`src/rtl/hazard_scoreboard_pkg.sv`:
```
// Shared pipeline definitions: register index type, default sizing and the
// operation classes that select a freshly issued destination's forwarding delay.
package hazard_scoreboard_pkg;

  typedef logic [4:0] reg_idx_t;

  localparam int NREG_DEF     = 32;
  localparam int CNT_W_DEF    = 2;
  localparam int LONG_LAT_DEF = 4;
  localparam int TMR_W_DEF    = 3;

  typedef enum logic [1:0] {
    OP_ALU,
    OP_LOAD,
    OP_LONG
  } op_class_e;

  // A long op that is also flagged as a load is treated as long.
  function automatic op_class_e classify(input logic is_load, input logic is_long);
    if (is_long) return OP_LONG;
    if (is_load) return OP_LOAD;
    return OP_ALU;
  endfunction

endpackage

```
`src/rtl/hazard_scoreboard_if.sv`:
```
// ID/EX/WB-side bus between the pipeline (master) and the hazard scoreboard (slave).
interface hazard_scoreboard_if;
  import hazard_scoreboard_pkg::*;

  reg_idx_t rs1_id;
  reg_idx_t rs2_id;
  logic     rs1_used;
  logic     rs2_used;
  logic     issue_valid;
  reg_idx_t issue_rd;
  logic     issue_rf_en;
  logic     issue_load;
  logic     issue_long;
  logic     flush_ex;
  logic     wb_rf_en;
  reg_idx_t wb_rd;
  logic     stall_o;
  logic     issue_fire_o;
  logic     long_busy_o;
  logic     err_o;

  modport master (
    output rs1_id, rs2_id, rs1_used, rs2_used,
    output issue_valid, issue_rd, issue_rf_en, issue_load, issue_long,
    output flush_ex, wb_rf_en, wb_rd,
    input  stall_o, issue_fire_o, long_busy_o, err_o
  );

  modport slave (
    input  rs1_id, rs2_id, rs1_used, rs2_used,
    input  issue_valid, issue_rd, issue_rf_en, issue_load, issue_long,
    input  flush_ex, wb_rf_en, wb_rd,
    output stall_o, issue_fire_o, long_busy_o, err_o
  );

endinterface

```
`src/rtl/hazard_scoreboard_sb_entry.sv`:
```
// Tracking state for one architectural register: in-flight write count,
// cycles until its value is forwardable, and whether the pending write is a long op.
module sb_entry #(
  parameter int CNT_W = 2,
  parameter int TMR_W = 3
) (
  input  logic             clk,
  input  logic             rst_n,
  input  logic             inc_i,
  input  logic             wb_dec_i,
  input  logic             fl_dec_i,
  input  logic             fl_long_i,
  input  logic [TMR_W-1:0] load_tmr_i,
  input  logic             load_lng_i,
  output logic             cnt_nz_o,
  output logic             tmr_nz_o,
  output logic             lng_o,
  output logic             err_o
);

  localparam int CW = CNT_W + 2;
  localparam logic signed [CW-1:0] CNT_MAX = CW'((1 << CNT_W) - 1);

  logic [CNT_W-1:0]     cnt_q, cnt_d;
  logic [TMR_W-1:0]     tmr_q, tmr_d;
  logic                 lng_q, lng_d;
  logic signed [CW-1:0] sum;

  always_comb begin
    // Net change of all events this cycle; clamping at either end is an error.
    sum   = $signed({2'b00, cnt_q}) + $signed(CW'(inc_i))
          - $signed(CW'(wb_dec_i)) - $signed(CW'(fl_dec_i));
    err_o = 1'b0;
    cnt_d = sum[CNT_W-1:0];
    if (sum[CW-1]) begin
      cnt_d = '0;
      err_o = 1'b1;
    end else if (sum > CNT_MAX) begin
      cnt_d = '1;
      err_o = 1'b1;
    end

    tmr_d = tmr_q;
    if (inc_i)              tmr_d = load_tmr_i;
    else if (fl_dec_i)      tmr_d = '0;
    else if (tmr_q != '0)   tmr_d = tmr_q - TMR_W'(1);

    lng_d = lng_q;
    if (inc_i)                           lng_d = load_lng_i;
    else if ((cnt_d == '0) || fl_long_i) lng_d = 1'b0;
  end

  always_ff @(posedge clk) begin
    if (!rst_n) begin
      cnt_q <= '0;
      tmr_q <= '0;
      lng_q <= 1'b0;
    end else begin
      cnt_q <= cnt_d;
      tmr_q <= tmr_d;
      lng_q <= lng_d;
    end
  end

  assign cnt_nz_o = (cnt_q != '0);
  assign tmr_nz_o = (tmr_q != '0);
  assign lng_o    = lng_q;

endmodule

```
`src/rtl/hazard_scoreboard.sv`:
```
// Producer-side register dependency tracker: stalls ID while a source is not yet
// forwardable, while the long unit is busy, or on a WAW behind a long op.
module hazard_scoreboard
  import hazard_scoreboard_pkg::*;
#(
  parameter int NREG     = NREG_DEF,
  parameter int CNT_W    = CNT_W_DEF,
  parameter int LONG_LAT = LONG_LAT_DEF,
  parameter int TMR_W    = TMR_W_DEF
) (
  input logic               clk,
  input logic               rst_n,
  hazard_scoreboard_if.slave hs
);

  logic [NREG-1:0]  tmr_nz, cnt_nz, lng, err_vec;
  logic [TMR_W-1:0] long_cnt_q, long_cnt_d;
  logic [TMR_W-1:0] load_tmr;
  logic             ex_valid_q, ex_rf_q, ex_long_q, err_q;
  reg_idx_t         ex_rd_q;
  op_class_e        op;
  logic             src_stall, long_stall, waw_stall, stall, fire, flush_hit;

  always_comb begin
    op = classify(hs.issue_load, hs.issue_long);
    case (op)
      OP_LOAD: load_tmr = TMR_W'(1);
      OP_LONG: load_tmr = TMR_W'(LONG_LAT - 1);
      default: load_tmr = '0;
    endcase
  end

  assign src_stall  = (hs.rs1_used && (hs.rs1_id != '0) && tmr_nz[hs.rs1_id])
                   || (hs.rs2_used && (hs.rs2_id != '0) && tmr_nz[hs.rs2_id]);
  assign long_stall = hs.issue_valid && hs.issue_long && (long_cnt_q != '0);
  assign waw_stall  = hs.issue_valid && hs.issue_rf_en && (hs.issue_rd != '0)
                   && lng[hs.issue_rd] && cnt_nz[hs.issue_rd];
  assign stall      = rst_n && (src_stall || long_stall || waw_stall);
  assign fire       = rst_n && hs.issue_valid && !stall && !hs.flush_ex;
  assign flush_hit  = hs.flush_ex && ex_valid_q && ex_rf_q;

  // x0 has no entry; its status bits read as idle.
  assign tmr_nz[0]  = 1'b0;
  assign cnt_nz[0]  = 1'b0;
  assign lng[0]     = 1'b0;
  assign err_vec[0] = 1'b0;

  generate
    for (genvar gi = 1; gi < NREG; gi++) begin : g_entry
      logic hit_issue, hit_wb, hit_fl;
      assign hit_issue = fire && hs.issue_rf_en && (hs.issue_rd == reg_idx_t'(gi));
      assign hit_wb    = hs.wb_rf_en && (hs.wb_rd == reg_idx_t'(gi));
      assign hit_fl    = flush_hit && (ex_rd_q == reg_idx_t'(gi));

      sb_entry #(.CNT_W(CNT_W), .TMR_W(TMR_W)) u_entry (
        .clk        (clk),
        .rst_n      (rst_n),
        .inc_i      (hit_issue),
        .wb_dec_i   (hit_wb),
        .fl_dec_i   (hit_fl),
        .fl_long_i  (hit_fl && ex_long_q),
        .load_tmr_i (load_tmr),
        .load_lng_i (hs.issue_long),
        .cnt_nz_o   (cnt_nz[gi]),
        .tmr_nz_o   (tmr_nz[gi]),
        .lng_o      (lng[gi]),
        .err_o      (err_vec[gi])
      );
    end
  endgenerate

  always_comb begin
    long_cnt_d = long_cnt_q;
    if (fire && hs.issue_long)          long_cnt_d = TMR_W'(LONG_LAT);
    else if (flush_hit && ex_long_q)    long_cnt_d = '0;
    else if (long_cnt_q != '0)          long_cnt_d = long_cnt_q - TMR_W'(1);
  end

  always_ff @(posedge clk) begin
    if (!rst_n) begin
      long_cnt_q <= '0;
      ex_valid_q <= 1'b0;
      ex_rd_q    <= '0;
      ex_rf_q    <= 1'b0;
      ex_long_q  <= 1'b0;
      err_q      <= 1'b0;
    end else begin
      long_cnt_q <= long_cnt_d;
      ex_valid_q <= fire;
      ex_rd_q    <= hs.issue_rd;
      ex_rf_q    <= hs.issue_rf_en;
      ex_long_q  <= hs.issue_long;
      if (|err_vec) err_q <= 1'b1;
    end
  end

  assign hs.stall_o      = stall;
  assign hs.issue_fire_o = fire;
  assign hs.long_busy_o  = (long_cnt_q != '0);
  assign hs.err_o        = err_q;

endmodule

```
`src/flat_wrapper.sv`:
```
// flat-port wrapper written by rule: the top's interface ports become plain ports
module hazard_scoreboard_flat import hazard_scoreboard_pkg::*;
#(
  parameter int NREG     = NREG_DEF,
  parameter int CNT_W    = CNT_W_DEF,
  parameter int LONG_LAT = LONG_LAT_DEF,
  parameter int TMR_W    = TMR_W_DEF
)
  (clk, rst_n, hs_rs1_id, hs_rs2_id, hs_rs1_used, hs_rs2_used, hs_issue_valid, hs_issue_rd, hs_issue_rf_en, hs_issue_load, hs_issue_long, hs_flush_ex, hs_wb_rf_en, hs_wb_rd, hs_stall_o, hs_issue_fire_o, hs_long_busy_o, hs_err_o);
  hazard_scoreboard_if hs_i ();
  input logic clk;
  input logic rst_n;
  input wire logic [$bits(hs_i.rs1_id)-1:0] hs_rs1_id;
  input wire logic [$bits(hs_i.rs2_id)-1:0] hs_rs2_id;
  input wire logic [$bits(hs_i.rs1_used)-1:0] hs_rs1_used;
  input wire logic [$bits(hs_i.rs2_used)-1:0] hs_rs2_used;
  input wire logic [$bits(hs_i.issue_valid)-1:0] hs_issue_valid;
  input wire logic [$bits(hs_i.issue_rd)-1:0] hs_issue_rd;
  input wire logic [$bits(hs_i.issue_rf_en)-1:0] hs_issue_rf_en;
  input wire logic [$bits(hs_i.issue_load)-1:0] hs_issue_load;
  input wire logic [$bits(hs_i.issue_long)-1:0] hs_issue_long;
  input wire logic [$bits(hs_i.flush_ex)-1:0] hs_flush_ex;
  input wire logic [$bits(hs_i.wb_rf_en)-1:0] hs_wb_rf_en;
  input wire logic [$bits(hs_i.wb_rd)-1:0] hs_wb_rd;
  output wire logic [$bits(hs_i.stall_o)-1:0] hs_stall_o;
  output wire logic [$bits(hs_i.issue_fire_o)-1:0] hs_issue_fire_o;
  output wire logic [$bits(hs_i.long_busy_o)-1:0] hs_long_busy_o;
  output wire logic [$bits(hs_i.err_o)-1:0] hs_err_o;
  assign hs_i.rs1_id = hs_rs1_id;
  assign hs_i.rs2_id = hs_rs2_id;
  assign hs_i.rs1_used = hs_rs1_used;
  assign hs_i.rs2_used = hs_rs2_used;
  assign hs_i.issue_valid = hs_issue_valid;
  assign hs_i.issue_rd = hs_issue_rd;
  assign hs_i.issue_rf_en = hs_issue_rf_en;
  assign hs_i.issue_load = hs_issue_load;
  assign hs_i.issue_long = hs_issue_long;
  assign hs_i.flush_ex = hs_flush_ex;
  assign hs_i.wb_rf_en = hs_wb_rf_en;
  assign hs_i.wb_rd = hs_wb_rd;
  assign hs_stall_o = hs_i.stall_o;
  assign hs_issue_fire_o = hs_i.issue_fire_o;
  assign hs_long_busy_o = hs_i.long_busy_o;
  assign hs_err_o = hs_i.err_o;
  hazard_scoreboard #(.NREG(NREG), .CNT_W(CNT_W), .LONG_LAT(LONG_LAT), .TMR_W(TMR_W)) u_core (.clk(clk), .rst_n(rst_n), .hs(hs_i));
endmodule
```
`config.mk`:
```
export PLATFORM = sky130hd
export DESIGN_NAME = hazard_scoreboard_flat
export DESIGN_NICKNAME = d
export VERILOG_FILES = /design/src/rtl/hazard_scoreboard_pkg.sv /design/src/rtl/hazard_scoreboard_if.sv /design/src/rtl/hazard_scoreboard_sb_entry.sv /design/src/rtl/hazard_scoreboard.sv /design/src/flat_wrapper.sv
export SDC_FILE = /design/constraint.sdc
export NUM_CORES = 1
export LEC_CHECK = 0
export ABC_CLOCK_PERIOD_IN_PS = 6200
export BUFFER_PORTS_ARGS = -buffer_cell sky130_fd_sc_hd__buf_2
export CORE_MARGIN = 10
export CORE_UTILIZATION = 50
export CTS_CLUSTER_SIZE = 20
export DETAILED_ROUTE_END_ITERATION = 8
export GPL_ROUTABILITY_DRIVEN = 0
export PLACE_DENSITY = 0.76
export SLEW_MARGIN = 20
export SYNTH_ARGS = -nofsm -noshare
export SYNTH_HDL_FRONTEND = slang
export SYNTH_SLANG_ARGS = --single-unit
```
`constraint.sdc`:
```
create_clock -name clk -period 6.2 [get_ports clk]
set_clock_uncertainty 0.05 [all_clocks]
set_input_delay 0.31 -clock clk [delete_from_list [all_inputs] [get_ports clk]]
set_output_delay 0.31 -clock clk [all_outputs]
set_load 0.01 [all_outputs]
```
==> results.json, run 1 <==
{
  "status": "complete, no violations",
  "route.detailed.drc": 0,
  "ys_seq_area_share_pct": 26.0,
  "cts_tree": "yes",
  "cp_slowest_stage_delay_ns": 0.59,
  "clkPwrFrac_pct": 23.3,
  "worst_pin_slew_ns": 1.20,
  "htree_levels": 4,
  "cp_top_family": "simple AND/OR/NAND/NOR gates",
  "clk_latency_ns": 0.45,
  "via_per_inst": 6.14,
  "internal_power_w": 0.00315,
  "hold_viol": 0,
  "synth_cells": 1673,
  "power.density_nw_per_um2": 307,
  "antenna_cells": 0,
  "async_flop_share_pct": 0,
  "cts_setup_buffers": 0,
  "track_usage_pct": 22.3,
  "critPathMaxFanout": 26,
  "ir_worst_vdd_mv": 0.273,
  "gr-total-overflow": 0,
  "final_cell_mix": "dfxtp_1 (198), ha_1 (157), nand2_1 (154), inv_1 (134), mux2i_1 (129)",
  "leakagePower_nw": 6.87,
  "grt_pass1_wl_mm": 68.6,
  "clkTransAtPathRegs_ns": 0.08,
  "die_h_um": 195,
  "area_growth_pct": 7.95,
  "rsz0062_at_grt": "no",
  "synth_flop_cell": "dfxtp_1",
  "design_area_um2": 16400,
  "drive_gt1_share_pct": 9.57,
  "p_switching_w": 0.00191,
  "power_frac_comb_pct": 42.7,
  "grt_antenna_before_repair": 0,
  "worstSetupEndpointType": "register",
  "cp_data_required_time_ns": 6.48,
  "vias": 12791,
  "worstPathArrival_ns": 5.94,
  "switching_share_pct": 37.8,
  "yosys-top-cells-area": "dfxtp_1 (26%), ha_1 (13%), mux2i_1 (8.5%), fa_1 (8.1%), nand2_1 (3.8%)",
  "drtIter0Drc": 1413,
  "io_buffers": 33,
  "drt_wl_total_mm": 43.3,
  "wire_per_inst_um": 20.8,
  "whs_path_depth": 2,
  "yosys.area.top_type": "dfxtp_1",
  "power_frac_seq_pct": 34.0,
  "placed_area_um2": 15800,
  "ios": 34,
  "path_depth": 17,
  "dr.pass1.iters": 5,
  "maxSlewViolCount": 0,
  "r2r_cells": 17,
  "cpMostUsedCell": "ha_1",
  "yosysWarnings": 0,
  "core_area_um2": 29900,
  "maxSlewHeadroom_pct": 19.5,
  "grt_max_degree": 105,
  "ctsResizeCount": 0,
  "synth_area_per_cell_um2": 9.10,
  "setup_violations": 0,
  "dieArea_um2": 37800,
  "dieWidth_um": 195,
  "nFillCells": 2543,
  "synth-seq-cells": 198,
  "crit_chain": "inv_1 > ha_1 > nor2b_1 > mux4_2 > mux2i_1 > and4_1 > or3b_2 > or2_2 > nor4_1 > ha_1 > fa_1 > inv_1 > ha_1 > a21oi_1 > a2111oi_0 > nand3_1 > o41a_1",
  "crit_buf_inv": 2,
  "holdBufCountCts": 0,
  "clock_sinks": 198,
  "initial_core_util_pct": 51.0,
  "drv_cap": 0,
  "syn_area_um2": 15200,
  "clockBufferDepth": 2,
  "mostFrequentLayoutCell": "dfxtp_1",
  "critPathLaunchType": "register",
  "dp_hpwl_mm": 32.4,
  "crit_path_top_delay_cell": "a2111oi_0",
  "synth_top_area_share_pct": 26.0,
  "fin_crit_sh_pct": 91.3,
  "cts_buffers": 17,
  "fmax_ghz": 0.177,
  "cts-root-buf": "clkbuf_16",
  "finalSetupTns_ns": 0,
  "worstSetupPathType": "register to register",
  "grt_pass1_vias": 12623,
  "hold_class": "input pin to register",
  "synth_edf_count": 0,
  "layout_min_cycle_time_ns": 5.66,
  "ant_nets": 0,
  "rows": 63,
  "ys_types": 70,
  "layout.nets": 1930,
  "synth_nets": 1922
}
-- cells by family after synthesis --
logic type,synth area share (%)
fa+ha+maj,21.0
mux,11.6
xor+xnor,3.10
simple gates,23.5
compound gates,9.22
buf+inv,5.54
flops,26.0
-- per-layer routing --
metal  GRT usage, %  vias up  wire length (um)
met1           29.4     6167             18200
met5              0        -                 0
met3           4.97       93              4250
li1               -     5873                 -
met4           8.09        0              1320
met2           35.0      658             19500
-- cell type report --
class | count | area [um^2] | share of cell area, %
Multi-Input combinational cell | 1262 | 10500 | 63.6
Clock inverter | 10 | 133 | 0.807
Timing Repair Buffer | 68 | 430 | 2.62
Clock buffer | 21 | 470 | 2.86
Sequential cell | 198 | 3960 | 24.1
Tap cell | 390 | 488 | 2.97
Inverter | 134 | 503 | 3.06
-- registers in the layout (all words and copies together) (netlist names) --
register	count
u_core.g_entry.u_entry.tmr_q	93
u_core.g_entry.u_entry.cnt_q	62
u_core.g_entry.u_entry.lng_o	31
u_core.ex_rd_q	5
u_core.long_cnt_q	3
u_core.ex_long_q	1
u_core.ex_rf_q	1
u_core.ex_valid_q	1
u_core.hs.err_o	1
-- through the flow --
step           util, %  total power, W  cells  setup slack (ns)  hold WS, ns
6_report          55.0         0.00506   2083             0.541        0.149
3_3_place_gp      53.0         0.00374   2052             0.753        0.407
4_1_cts           55.0         0.00504   2083             0.543        0.139
3_5_place_dp      53.0         0.00386   2052             0.597        0.409
2_1_floorplan        -         0.00337   1673              1.33        0.382
5_1_grt           55.0         0.00540   2083             0.256        0.153
-- cells in the mapped netlist (3+ instances only) --
library cell and count:
dfxtp_1 198, ha_1 157, nand2_1 155, inv_1 134, mux2i_1 129, nor2_1 96
nand3_1 90, nor3_1 74, and2_1 65, fa_1 62, clkbuf_1 56, nor2b_1 40
a21oi_1 39, o21ai_0 34, o2111ai_1 31, xnor2_1 31, a211oi_1 25, nor4_1 24
xor2_1 23, o32a_1 21, mux4_2 19, nor4_4 16, nand2b_1 15, nor3b_1 14
buf_2 11, nand4_1 10, nor4_2 10, buf_1 7, o22a_1 7, and3_1 6
o211ai_1 6, or2_2 5, nor4b_1 4, a2111oi_0 3, a21o_1 3, and3b_1 3
buf_6 3, mux2_2 3, nand3b_1 3, o22ai_1 3
-- power by group through the flow --
stage,Sequential [W],Clock [W],Combinational [W]
after CTS,0.00172,0.00118,0.00215
final,0.00172,0.00118,0.00216
after floorplan,0.00170,0,0.00167
after global placement,0.00173,0,0.00201
after detailed placement,0.00174,0,0.00212
after global routing,0.00175,0.00123,0.00242
-- final timing paths --
kind                                       startpoint                                to  slack [ns]
hold / removal                         hs_issue_rd[4]                 u_core.ex_rd_q[4]        0.15
setup / recovery  u_core.g_entry[24].u_entry.tmr_q[0]                   u_core.hs.err_o        0.54
setup reg to reg  u_core.g_entry[24].u_entry.tmr_q[0]                   u_core.hs.err_o        0.54
hold reg to reg      u_core.g_entry[26].u_entry.lng_o  u_core.g_entry[26].u_entry.lng_o        0.43
Note: power is estimated with default switching activity, not from simulation.
==> inputs of run 2 (changes only) <==
--- a/config.mk
+++ b/config.mk
@@ -9,9 +9,9 @@
 export BUFFER_PORTS_ARGS = -buffer_cell sky130_fd_sc_hd__buf_2
 export CORE_MARGIN = 10
-export CORE_UTILIZATION = 50
+export CORE_UTILIZATION = 52
 export CTS_CLUSTER_SIZE = 20
 export DETAILED_ROUTE_END_ITERATION = 8
 export GPL_ROUTABILITY_DRIVEN = 0
-export PLACE_DENSITY = 0.76
+export PLACE_DENSITY = 0.78
 export SLEW_MARGIN = 20
 export SYNTH_ARGS = -nofsm -noshare
==> constraint.sdc (replaced) <==
create_clock -name clk -period 6.2 [get_ports clk]
set_clock_uncertainty 0.05 [all_clocks]
set_input_delay 0.62 -clock clk [delete_from_list [all_inputs] [get_ports clk]]
set_output_delay 0.62 -clock clk [all_outputs]
set_load 0.01 [all_outputs]
==> results.json, run 2 (synthesized netlist as in run 1, its figures left out) <==
{
  "dr.pass1.iters": 9,
  "wire_per_inst_um": 20.9,
  "gr-total-overflow": 0,
  "violations": "DRC",
  "cts-root-buf": "clkbuf_16",
  "hold_end": "u_core.ex_rd_q[4]",
  "cts_setup_buffers": 0,
  "crit_path_top_delay_cell": "a2111oi_0",
  "worstPathArrival_ns": 5.96,
  "die_h_um": 191,
  "drtIter0Drc": 1425,
  "ant_nets": 0,
  "dieArea_um2": 36500,
  "via_per_inst": 6.23,
  "initial_core_util_pct": 52.9,
  "drt_wl_total_mm": 43.4,
  "reg2reg_slack_ns": 0.53,
  "maxSlewHeadroom_pct": 29.5,
  "critPathLaunchType": "register",
  "reg2reg_from": "u_core.g_entry[25].u_entry.tmr_q[0]",
  "ios": 34,
  "holdBufCountCts": 0,
  "worstSetupEndpointType": "register",
  "vias": 12974,
  "crit_chain": "inv_1 > ha_1 > nor2b_1 > mux4_2 > mux2i_1 > and4_1 > or3b_2 > or2_2 > nor4_1 > ha_1 > fa_1 > inv_1 > ha_1 > a21oi_1 > a2111oi_0 > nand3_1 > o41a_1",
  "core_area_um2": 28800,
  "power.density_nw_per_um2": 306,
  "clkTransAtPathRegs_ns": 0.08,
  "ctsResizeCount": 0,
  "route.detailed.drc": 1,
  "r2r_cells": 17,
  "rows": 62,
  "layout.nets": 1934,
  "status": "finished with violations",
  "setup_violations": 0,
  "cp_data_required_time_ns": 6.49,
  "grt_antenna_before_repair": 1,
  "ir_worst_vdd_mv": 0.252,
  "worst_pin_slew_ns": 1.06,
  "track_usage_pct": 23.5,
  "dieWidth_um": 191,
  "clockBufferDepth": 2,
  "largest-register": "u_core.g_entry.u_entry.tmr_q",
  "grt_pass1_vias": 12757,
  "hold_start": "hs_issue_rd[4]",
  "clock_sinks": 198,
  "finalSetupTns_ns": 0,
  "worstSetupPathType": "register to register",
  "rsz0062_at_grt": "no",
  "cpMostUsedCell": "ha_1",
  "r2r-end": "u_core.hs.err_o",
  "grt_pass1_wl_mm": 68.3,
  "hold_viol": 0,
  "fmax_ghz": 0.176,
  "dp_hpwl_mm": 32.8,
  "mostFrequentLayoutCell": "dfxtp_1",
  "cts_buffers": 17,
  "hold_class": "input pin to register",
  "clk_latency_ns": 0.45,
  "fin_crit_sh_pct": 91.4,
  "crit_buf_inv": 2,
  "cts_tree": "yes",
  "drive_gt1_share_pct": 9.78,
  "whs_ns": 0.445,
  "maxSlewViolCount": 0,
  "cp_top_family": "simple AND/OR/NAND/NOR gates",
  "drv_cap": 0,
  "cp_slowest_stage_delay_ns": 0.59,
  "critPathMaxFanout": 26,
  "area_growth_pct": 7.79,
  "leakagePower_nw": 6.88,
  "layout_min_cycle_time_ns": 5.67,
  "largest_reg_flops": 93,
  "whs_path_depth": 2,
  "htree_levels": 4,
  "final_cell_mix": "dfxtp_1 (198), ha_1 (157), nand2_1 (154), inv_1 (134), mux2i_1 (129)",
  "grt_max_degree": 100,
  "io_buffers": 33
}
==> run 2: cell types whose count changed in the layout (fill, tap and decap cells not counted), moves of 2 or more <==
cell / change
clkinvlp_4: -2
clkinv_2: +2
clkbuf_8: -3
bufinv_16: -2
buf_4: +4
inv_8: +2
inv_6: +3
==> run 2: power by group <==
part / leakage [nW] / total, W / switching, W / internal, W
Clock: 0.280 / 0.00110 / 0.000570 / 0.000534
Sequential: 1.62 / 0.00173 / 0.000184 / 0.00154
Combinational: 4.98 / 0.00218 / 0.00121 / 0.000979
Total: 6.88 / 0.00502 / 0.00196 / 0.00306
==> run 2: area by class of cell <==
cell class	count	area, um^2
clock buffer	17	425
multi-input combinational	1262	10500
sequential	198	3960
tap	384	480
fill	2432	12400
inverter	134	503
antenna	1	2.50
timing repair buffer	72	460
clock inverter	14	133
==> run 2: how the worst max path moves through the flow <==
| stage | startpoint | end | cells past startpoint | slack [ns] |
|---|---|---|---|---|
| after floorplan | hs_rs2_id[1] | u_core.hs.err_o | 19 | 1.27 |
| after global placement | hs_issue_rd[0] | u_core.hs.err_o | 15 | 0.76 |
| after detailed placement | hs_issue_rd[0] | u_core.hs.err_o | 17 | 0.67 |
| after CTS | u_core.g_entry[25].u_entry.tmr_q[0] | u_core.hs.err_o | 17 | 0.66 |
| after global routing | u_core.g_entry[25].u_entry.tmr_q[0] | u_core.hs.err_o | 17 | 0.36 |
| final | u_core.g_entry[25].u_entry.tmr_q[0] | u_core.hs.err_o | 17 | 0.53 |
==> run 2: layer usage <==
layer | vias up | wire [um] | track usage (%)
li1 | 5889 | - | -
met3 | 137 | 4480 | 4.74
met5 | - | 0 | 0
met1 | 6225 | 18100 | 31.0
met4 | 0 | 1760 | 9.56
met2 | 723 | 19100 | 37.1
==> run 2: through the flow <==
stage               power [W]  setup WS (ns)  instance area, um^2  utilization, %  instances
floorplan             0.00337           1.27                15200               -       1673
global placement      0.00377          0.763                15900            55.1       2050
detailed placement    0.00389          0.669                15900            55.1       2050
CTS                   0.00501          0.658                16400            57.0       2081
global route          0.00534          0.358                16400            57.0       2082
finish                0.00502          0.530                16400            57.0       2082
==> run 2: worst reg2reg max path: stages (launching register included) <==
cell and delay, ns:
dfxtp_1 0.32, inv_1 0.09, ha_1 0.17, nor2b_1 0.43, mux4_2 0.33, mux2i_1 0.07, and4_1 0.24, or3b_2 0.48
or2_2 0.57, nor4_1 0.52, ha_1 0.33, fa_1 0.44, inv_1 0.11, ha_1 0.21, a21oi_1 0.11, a2111oi_0 0.59
nand3_1 0.14, o41a_1 0.38
==> inputs of run 3 (changes only) <==
Settings changed: PLACE_DENSITY 0.78 to not set, PLACE_DENSITY_LB_ADDON set to 0.08.
==> results.json, run 3 (synthesized netlist as in run 1, its figures left out) <==
{
  "drive_gt1_share_pct": 10.1,
  "dieWidth_um": 191,
  "fin_crit_sh_pct": 89.5,
  "cp_data_required_time_ns": 6.49,
  "clkTransAtPathRegs_ns": 0.08,
  "worstSetupPathType": "register to register",
  "maxSlewViolCount": 0,
  "worstPathArrival_ns": 5.84,
  "maxSlewHeadroom_pct": 28.2,
  "holdBufCountCts": 0,
  "ctsResizeCount": 0,
  "fin_util_pct": 57.4,
  "cts_setup_buffers": 0,
  "dpl.cell_count": 2058,
  "switching_share_pct": 37.3,
  "hold_class": "register to register",
  "grt_antenna_before_repair": 1,
  "core_area_um2": 28800,
  "mostFrequentLayoutCell": "dfxtp_1",
  "die_h_um": 191,
  "leakagePower_nw": 6.93,
  "reg2reg_from": "u_core.g_entry[17].u_entry.tmr_q[0]",
  "hold_viol": 0,
  "htree_levels": 4,
  "status": "complete, no violations",
  "dieArea_um2": 36500,
  "whs_ns": 0.445,
  "internal_power_w": 0.00319,
  "drt_wl_total_mm": 44.8,
  "hold_start": "u_core.g_entry[20].u_entry.lng_o",
  "initial_core_util_pct": 52.9,
  "gr-total-overflow": 0,
  "dr.pass1.iters": 5,
  "setup_violations": 0,
  "cts_tree": "yes",
  "ios": 34,
  "drv_cap": 0,
  "worstSetupEndpointType": "register",
  "via_per_inst": 5.99,
  "clock_sinks": 198,
  "final_cells": 2090,
  "cts-root-buf": "clkbuf_16",
  "area_growth_pct": 8.46,
  "track_usage_pct": 24.6,
  "dp_hpwl_mm": 33.6,
  "hold_end": "u_core.g_entry[20].u_entry.lng_o",
  "critPathLaunchType": "register",
  "power_frac_comb_pct": 43.3,
  "fmax_ghz": 0.180,
  "whs_path_depth": 2,
  "vias": 12514,
  "clkPwrFrac_pct": 22.9,
  "clockBufferDepth": 2,
  "rsz0062_at_grt": "no",
  "power_frac_seq_pct": 33.8,
  "io_buffers": 33,
  "r2r_cells": 17,
  "critPathMaxFanout": 26,
  "r2r-end": "u_core.hs.err_o",
  "grt_pass1_wl_mm": 69.4,
  "largest-register": "u_core.g_entry.u_entry.tmr_q",
  "power.total_w": 0.00508,
  "layout.nets": 1942,
  "worst_pin_slew_ns": 1.07,
  "final_cell_mix": "dfxtp_1 (197), ha_1 (157), nand2_1 (154), inv_1 (134), mux2i_1 (129)",
  "reg2reg_slack_ns": 0.65,
  "grt_max_degree": 180,
  "cts_buffers": 17,
  "rows": 62,
  "p_switching_w": 0.00189,
  "ir_worst_vdd_mv": 0.217,
  "largest_reg_flops": 93,
  "power.density_nw_per_um2": 308,
  "drtIter0Drc": 1034,
  "layout_min_cycle_time_ns": 5.55,
  "finalSetupTns_ns": 0,
  "wire_per_inst_um": 21.4,
  "grt_pass1_vias": 12034,
  "route.detailed.drc": 0,
  "clk_latency_ns": 0.45,
  "ant_nets": 0
}
## run 3: how the worst max path moves through the flow
stage / start / to / slack (ns)
after detailed placement: hs_rs1_id[2] / u_core.hs.err_o / 0.51
final: u_core.g_entry[17].u_entry.tmr_q[0] / u_core.hs.err_o / 0.65
after global placement: hs_rs1_id[2] / u_core.hs.err_o / 0.69
after CTS: u_core.g_entry[17].u_entry.tmr_q[0] / u_core.hs.err_o / 0.67
after floorplan: hs_rs2_id[1] / u_core.hs.err_o / 1.27
after global routing: u_core.g_entry[17].u_entry.tmr_q[0] / u_core.hs.err_o / 0.29
## run 3: worst max-delay path: stages (launching register included)
cell,delay [ns]
dfxtp_1,0.32
inv_1,0.08
ha_1,0.16
nor2b_1,0.38
mux4_2,0.31
mux2i_1,0.10
a32o_1,0.31
or3b_2,0.45
or2_2,0.58
nor3_1,0.48
ha_1,0.33
fa_1,0.44
inv_1,0.11
ha_1,0.20
nand2_1,0.09
a2111oi_0,0.51
nand3_1,0.15
o41a_1,0.39
## run 3: area by class of cell
| class | count | area, um^2 |
|---|---|---|
| clock buffers | 24 | 492 |
| flip-flops and latches | 198 | 3970 |
| inverters | 134 | 503 |
| repair buffers | 80 | 533 |
| fillers | 2656 | 12300 |
| diodes | 1 | 2.50 |
| clock inverters | 7 | 95.1 |
| well taps | 384 | 480 |
| multi-input cells | 1262 | 10500 |
## run 3: layer usage
layer / up-vias / track usage, % / wire length [um]
met1: 6147 / 35.2 / 20900
met4: 0 / 6.91 / 1080
met2: 399 / 37.0 / 19600
met3: 70 / 4.76 / 3210
met5: - / 0 / 0
li1: 5898 / - / -
## run 3: power by group through the flow
stage,Clock (W),Combinational (W),Sequential (W)
floorplan,0,0.00167,0.00170
global placement,0,0.00213,0.00173
detailed placement,0,0.00219,0.00174
CTS,0.00118,0.00221,0.00172
global route,0.00122,0.00249,0.00175
finish,0.00116,0.00220,0.00172
## run 3: metrics by stage
step | area [um^2] | worst slack (ns)
final | 16500 | 0.654
after global routing | 16500 | 0.294
after CTS | 16500 | 0.671
after detailed placement | 15900 | 0.509
after global placement | 15900 | 0.692
after floorplan | 15200 | 1.27
